File: src/rtl/alu_sequencer.sv
// Issue controller for the 64-bit combinational ALU: accepts micro-ops, reads operands from a local
// register file, drives the ALU from registers, writes the result back and pulses completion.
module alu_sequencer #(
  parameter int WIDTH = 64,
  parameter int NREGS = 8,
  parameter int AW    = 3
) (
  input  logic             clk,
  input  logic             rst,
  input  logic             in_valid,
  output logic             in_ready,
  input  logic [4:0]       in_cmd,
  input  logic [6:0]       in_opm,
  input  logic [AW-1:0]    in_rd,
  input  logic [AW-1:0]    in_ra,
  input  logic [AW-1:0]    in_rb,
  input  logic             host_we,
  input  logic [AW-1:0]    host_addr,
  input  logic [WIDTH-1:0] host_wdata,
  output logic [WIDTH-1:0] host_rdata,
  output logic [4:0]       alu_cmd,
  output logic [6:0]       alu_opm,
  output logic [WIDTH-1:0] alu_a,
  output logic [WIDTH-1:0] alu_b,
  input  logic [WIDTH-1:0] alu_out,
  output logic             res_valid,
  output logic             res_err,
  output logic [WIDTH-1:0] res_data,
  output logic [AW-1:0]    res_rd,
  output logic [15:0]      op_count
);

  typedef enum logic [1:0] {IDLE, ISSUE, DONE} state_t;

  state_t           r_state;
  state_t           w_next;
  logic [WIDTH-1:0] r_rf [NREGS];
  logic [4:0]       r_alu_cmd;
  logic [6:0]       r_alu_opm;
  logic [WIDTH-1:0] r_alu_a;
  logic [WIDTH-1:0] r_alu_b;
  logic [WIDTH-1:0] r_res_data;
  logic [WIDTH-1:0] r_host_rdata;
  logic [AW-1:0]    r_rd;
  logic             r_err;
  logic [15:0]      r_op_count;
  logic             w_accept;
  logic             w_bad_cmd;
  logic             w_wb;
  logic             w_enter_done;

  assign w_accept     = (r_state == IDLE) && in_valid;
  assign w_bad_cmd    = (in_cmd >= 5'd30);
  assign w_wb         = (r_state == ISSUE) && (r_rd != '0);
  assign w_enter_done = (w_accept && w_bad_cmd) || (r_state == ISSUE);

  always_ff @(posedge clk or posedge rst) begin
    if (rst) r_state <= IDLE;
    else     r_state <= w_next;
  end

  always_comb begin
    w_next    = r_state;
    in_ready  = 1'b0;
    res_valid = 1'b0;
    case (r_state)
      IDLE: begin
        in_ready = 1'b1;
        if (in_valid) w_next = w_bad_cmd ? DONE : ISSUE;
      end
      ISSUE: w_next = DONE;
      DONE: begin
        res_valid = 1'b1;
        w_next    = IDLE;
      end
      default: w_next = IDLE;
    endcase
  end

  // ALU port registers only move on a valid-command accept so the ALU flags never see a spurious change.
  always_ff @(posedge clk or posedge rst) begin
    if (rst) begin
      r_alu_cmd    <= '0;
      r_alu_opm    <= '0;
      r_alu_a      <= '0;
      r_alu_b      <= '0;
      r_rd         <= '0;
      r_err        <= 1'b0;
      r_res_data   <= '0;
      r_op_count   <= '0;
      r_host_rdata <= '0;
    end else begin
      if (w_accept) begin
        r_rd  <= in_rd;
        r_err <= w_bad_cmd;
        if (!w_bad_cmd) begin
          r_alu_cmd <= in_cmd;
          r_alu_opm <= in_opm;
          r_alu_a   <= r_rf[in_ra];
          r_alu_b   <= r_rf[in_rb];
        end
      end
      if (r_state == ISSUE) r_res_data <= alu_out;
      if (w_enter_done && (r_op_count != 16'hFFFF)) r_op_count <= r_op_count + 16'd1;
      r_host_rdata <= r_rf[host_addr];
    end
  end

  // Entry 0 is never written, so it reads zero; writeback takes priority over a host write.
  always_ff @(posedge clk or posedge rst) begin
    if (rst) begin
      for (int i = 0; i < NREGS; i++) r_rf[i] <= '0;
    end else begin
      for (int i = 1; i < NREGS; i++) begin
        if (w_wb && (r_rd == AW'(i)))               r_rf[i] <= alu_out;
        else if (host_we && (host_addr == AW'(i)))  r_rf[i] <= host_wdata;
      end
    end
  end

  assign alu_cmd    = r_alu_cmd;
  assign alu_opm    = r_alu_opm;
  assign alu_a      = r_alu_a;
  assign alu_b      = r_alu_b;
  assign res_err    = r_err && res_valid;
  assign res_data   = r_res_data;
  assign res_rd     = r_rd;
  assign op_count   = r_op_count;
  assign host_rdata = r_host_rdata;

endmodule

File: config.mk
export PLATFORM = sky130hd
export DESIGN_NAME = alu_sequencer
export DESIGN_NICKNAME = d
export VERILOG_FILES = /design/src/rtl/alu_sequencer.sv
export SDC_FILE = /design/constraint.sdc
export NUM_CORES = 2
export LEC_CHECK = 0
export CORE_UTILIZATION = 45
export CTS_CLUSTER_SIZE = 8
export DETAILED_ROUTE_END_ITERATION = 10
export PLACE_DENSITY = 0.71
export SYNTH_ARGS = -nofsm -noshare
export SYNTH_HDL_FRONTEND = slang
export SYNTH_SLANG_ARGS = --single-unit
File: constraint.sdc
create_clock -name clk -period 29.3 [get_ports clk]
set_input_delay 5.86 -clock clk [delete_from_list [all_inputs] [get_ports clk]]
set_output_delay 5.86 -clock clk [all_outputs]
set_load 0.05 [all_outputs]
# --- Yosys cells after proc, flatten, opt, wreduce, memory -nomap -nowiden ---
# Cells that the tools add are included.
word_totals:
  register_bits: 738
  in_bits: 156
  out_inout_bits: 290
op_classes:
  addsub: 1
  magnitude_cmp: 4
  n_eq_ne: 18
  muxes: 28
  n_bitwise: 4
  reduce_logical: 30
ops:
  columns: ["cell", "n"]
  rows:
  - ["$mux W64", 20]
  - ["$bmux W64 S3", 3]
  - ["$eq A3 B3 Y1 const B", 8]
  - ["$logic_and A1 B1 Y1", 19]
  - ["$add A16 B1 Y16 const B", 1]
  - ["$ne A16 B16 Y1 const B", 1]
  - ["$reduce_bool A2 Y1", 7]
  - ["$eq A3 B2 Y1 const B", 4]
  - ["$ge A4 B4 Y1 const B", 3]
  - ["$not A3 Y4", 3]
  - ["$eq A3 B1 Y1 const B", 2]
  - ["$ge A5 B5 Y1 const B", 1]
  - ["$mux W2", 2]
  - ["$pmux W2 S2", 1]
  - ["$reduce_bool A3 Y1", 1]
  - ["$eq A2 B1 Y1 const B", 1]
  - ["$eq A2 B2 Y1 const B", 1]
  - ["$logic_not A2 Y1", 1]
  - ["$mux W1", 2]
  - ["$ne A2 B2 Y1 const B", 1]
  - ["$reduce_and A2 Y1", 1]
  - ["$logic_or A1 B1 Y1", 1]
  - ["$not A1 Y1", 1]

# --- Depth between registers and ports, before layout ---
depth:
  word_depth: 5
  ltp_mapped: 8
  mapped_depth_nobuf: 5

# --- Worst setup path before layout ---
# Ideal clock, no wire load.
synth_timing:
  kind: "register to output"
  from: "reg r_state[1]"
  to: "out res_err"
  t_arrival_ns: 1.648
  t_required_ns: 23.440
  path_slack_ns: 21.792
  path_stages_with_launch: 3
  n_path_buf: 0
  path_cell_list: "dfrtp_1 -> nor2b_1 -> and2_1"
synth_via:
  elab_chain_cells: 3
synth_lines:
  columns: ["item", "line", "rtl"]
  rows:
  - ["start, declared", "35", "state_t r_state;"]
  - ["start signal, assigned", "59", "else r_state <= w_next;"]
  - ["$eq A2 B2 Y1", "66", "case (r_state)"]
  - ["$mux W1", "66", null]
  - ["via res_valid", "26", "output logic res_valid,"]
  - ["$logic_and A1 B1 Y1", "125", "assign res_err = r_err && res_valid;"]
  - ["end, declared", "27", "output logic res_err,"]
# The timed path passes the listed nets, and every way through them passes these cells.

==> reports/metrics.cfg <==
[run_status]
outcome=completed

[clock_network]
gates_resized_cts_repair=0
clock-root-buffer=clkbuf_16
cts.path.max_buffers=3
clk-insertion-delay-late_ps=650
cts_tree=done
post_cts.repair.setup_buffers=0
cts_max_level=3
worst_setup_hold_path_clk_slew_ps=50
cts_hold_buf=0
numCtsBuffers=102
clock-sinks=738

[global_route]
grt_first_pass_wirelength_um=209000
gr-total-overflow=0
global_route.usage.total_pct=30.1
antenna_found_initial=15
grt_max_degree=148
grt_pass1_vias=33000

[die]
die_height_um=303
core_region_area_um2=88900
dieWidth_um=303
fp-row-count=109
fp.dieArea_um2=91500
floorplan.initialDensity_pct=45.7
design.portCount=446

[layout]
final_layout_size_suffix_gt1_share_pct=10.8
mostFrequentLayoutCells=dfrtp_1, mux2i_1, nand2_1, clkdlybuf4s50_1, o21ai_0
design.final.nets=4388
postLayoutCellArea_um2=47900
final_common_cell=dfrtp_1
nFillCells=7804
areaGrowthSynthToFinish_pct=17.9

[drt]
routed-via-count=33400
drt.antenna.violating_nets=0
drt-pass1-iter-count=7
wl_per_cell_um=25.8
routed_wl_um=139000
drt-initial-drc-count=3715
post-route-drc-count=0
route.detailed.vias_per_inst=6.18

[power]
powerDensity_nw_per_um2=105
ir_drop_v=0.0000721
static-leakage-power_nw=21.2

[sta]
timing.clock.skew_ps=22.3
final.hold.worst_slack_ps=476
layout_setup_ws_ps=20460
timing.fmax_mhz=113
grt_setup_unrepaired=false
finalSetupViolations=0
final_max_slew_viol_count=0
period_share_pct=30.2
finalWorstPathRequiredPeriod_ps=8840
final_hold_viol_count=0
final.setup.tns_ps=0
timing_worst_slew_pin_value_ps=1120
maxSlewHeadroom_pct=25.6

[yosys]
yosys.area.top_type=dfrtp_1
yosysSeqAreaShare_pct=45.4
synth-async-reset-ratio_pct=100
post_synth.cell_area_avg_um2=10.1
ys_types=42
synth_enable_flop_cells=0
mappedNetlistNets=4185
syn_area_um2=40700
ys_warn_count=64
netlist.area_leader.share_pct=45.4
ranking_of_synthesized_cells_by_area=dfrtp_1, mux2i_1, nand2_1, mux2_2, o21ai_0
postSynthRegisterBits=738
ys_dominant_reg_cell=dfrtp_1
syn_inst=4028

[setup_path]
worstPathBufferInverterCount=5
endpoint_kind=asynchronous set/reset pin
path_max_fanout=147
worstSetupStartpointType=input port
cp-startpoint=rst
crit_path_frequent_cell=buf_4
cp_cell_sequence=clkdlybuf4s50_1 > inv_8 > buf_4 > buf_12 > buf_4
reg2reg_from=r_state[0]
rrSetupSlack_ps=25360
worst_ep_required_time_ps=29920
worst_r2r_dst=r_rf[85]
worst-endpoint-arrival_ps=9450
slowest_delay_ps=900
path_class=in2async
worst-r2r-cell-count=7
slowest_stage_cell_cp=buf_4
worstSetupPathDepth=5
worst_path_dominant_cell_family=buffers and inverters
crit_path_end=host_rdata[36]

[place]
globalplace.congestion=0.826
place_area_um2=45300
numPortBuffers=445
place_ws_ps=19590
place.detailed.hpwl_um=79500

[min_path]
worstHoldPathType=reg2reg

[run]
cap_violations=0

==> logic make-up after synthesis <==
group	synth area share (%)
buf+inv	5.42
fa+ha+maj	0.0308
simple gates	8.41
xor+xnor	0.323
flops	45.4
mux	26.3
compound gates	14.1
==> worst min-delay path by stage <==
stage	cells past startpoint	start	slack, ps	end
5_1_grt	2	alu_opm[1]	490	alu_opm[1]
4_1_cts	2	res_data[34]	480	res_data[34]
3_5_place_dp	2	res_data[42]	460	res_data[42]
2_1_floorplan	2	r_err	450	r_err
3_3_place_gp	2	alu_a[14]	460	alu_a[14]
6_report	2	res_data[34]	480	res_data[34]
==> cell type report <==
| type | count | area [µm²] | area share (%) |
|---|---|---|---|
| flip-flops and latches | 738 | 18500 | 38.5 |
| clock inverters | 4 | 42.5 | 0.0887 |
| diodes | 5 | 12.5 | 0.0261 |
| multi-input cells | 2815 | 20100 | 42.0 |
| well taps | 1165 | 1460 | 3.04 |
| clock buffers | 109 | 2630 | 5.49 |
| repair buffers | 507 | 4950 | 10.3 |
| inverters | 67 | 259 | 0.540 |
==> Yosys cell counts, types with 67 or more instances <==
cell type	n
a21oi_1	258
mux2i_1	702
buf_2	170
o22ai_1	126
dfrtp_1	738
a221oi_1	189
clkbuf_1	147
inv_1	67
nand2_1	619
mux2_2	193
nor2_1	201
o21ai_0	347
==> sequential cells by signal, summed over array words and instances, names as in the netlist <==
| signal | cells |
|---|---|
| r_rf | 448 |
| alu_a | 64 |
| alu_b | 64 |
| host_rdata | 64 |
| res_data | 64 |
| op_count | 16 |
| alu_opm | 7 |
| alu_cmd | 5 |
| res_rd | 3 |
| r_state | 2 |
| r_err | 1 |
==> worst reg2reg max path, delay by kind of cell, from the launching register on <==
family	cells	cell delay [ps]
buffers and inverters	3	2190
AND/OR/NAND/NOR	3	840
flip-flops	1	430
AO/OA/AOI/OAI	1	310
==> metrics by stage <==
stage               cells  util (%)  power (mW)
global placement     5292      50.9        3.89
floorplan            4028         -        3.26
detailed placement   5292      50.9        3.95
CTS                  5405      53.9        5.02
finish               5410      53.9        5.02
global route         5409      53.9        5.29
==> metal layers <==
layer	global-route usage [%]	vias up	routed length (µm)
met3	7.38	302	13700
li1	-	14800	-
met1	41.9	16500	59300
met2	46.3	1783	62600
met4	9.16	16	3600
met5	0	-	95
==> where the power goes <==
| part | total [mW] | internal (mW) | switching [mW] | leakage, nW |
|---|---|---|---|---|
| clock | 1.05 | 0.622 | 0.431 | 1.31 |
| combinational | 2.03 | 0.845 | 1.19 | 11.0 |
| sequential | 1.94 | 1.49 | 0.451 | 8.86 |
No activity file was read; power rests on OpenSTA's default activity.
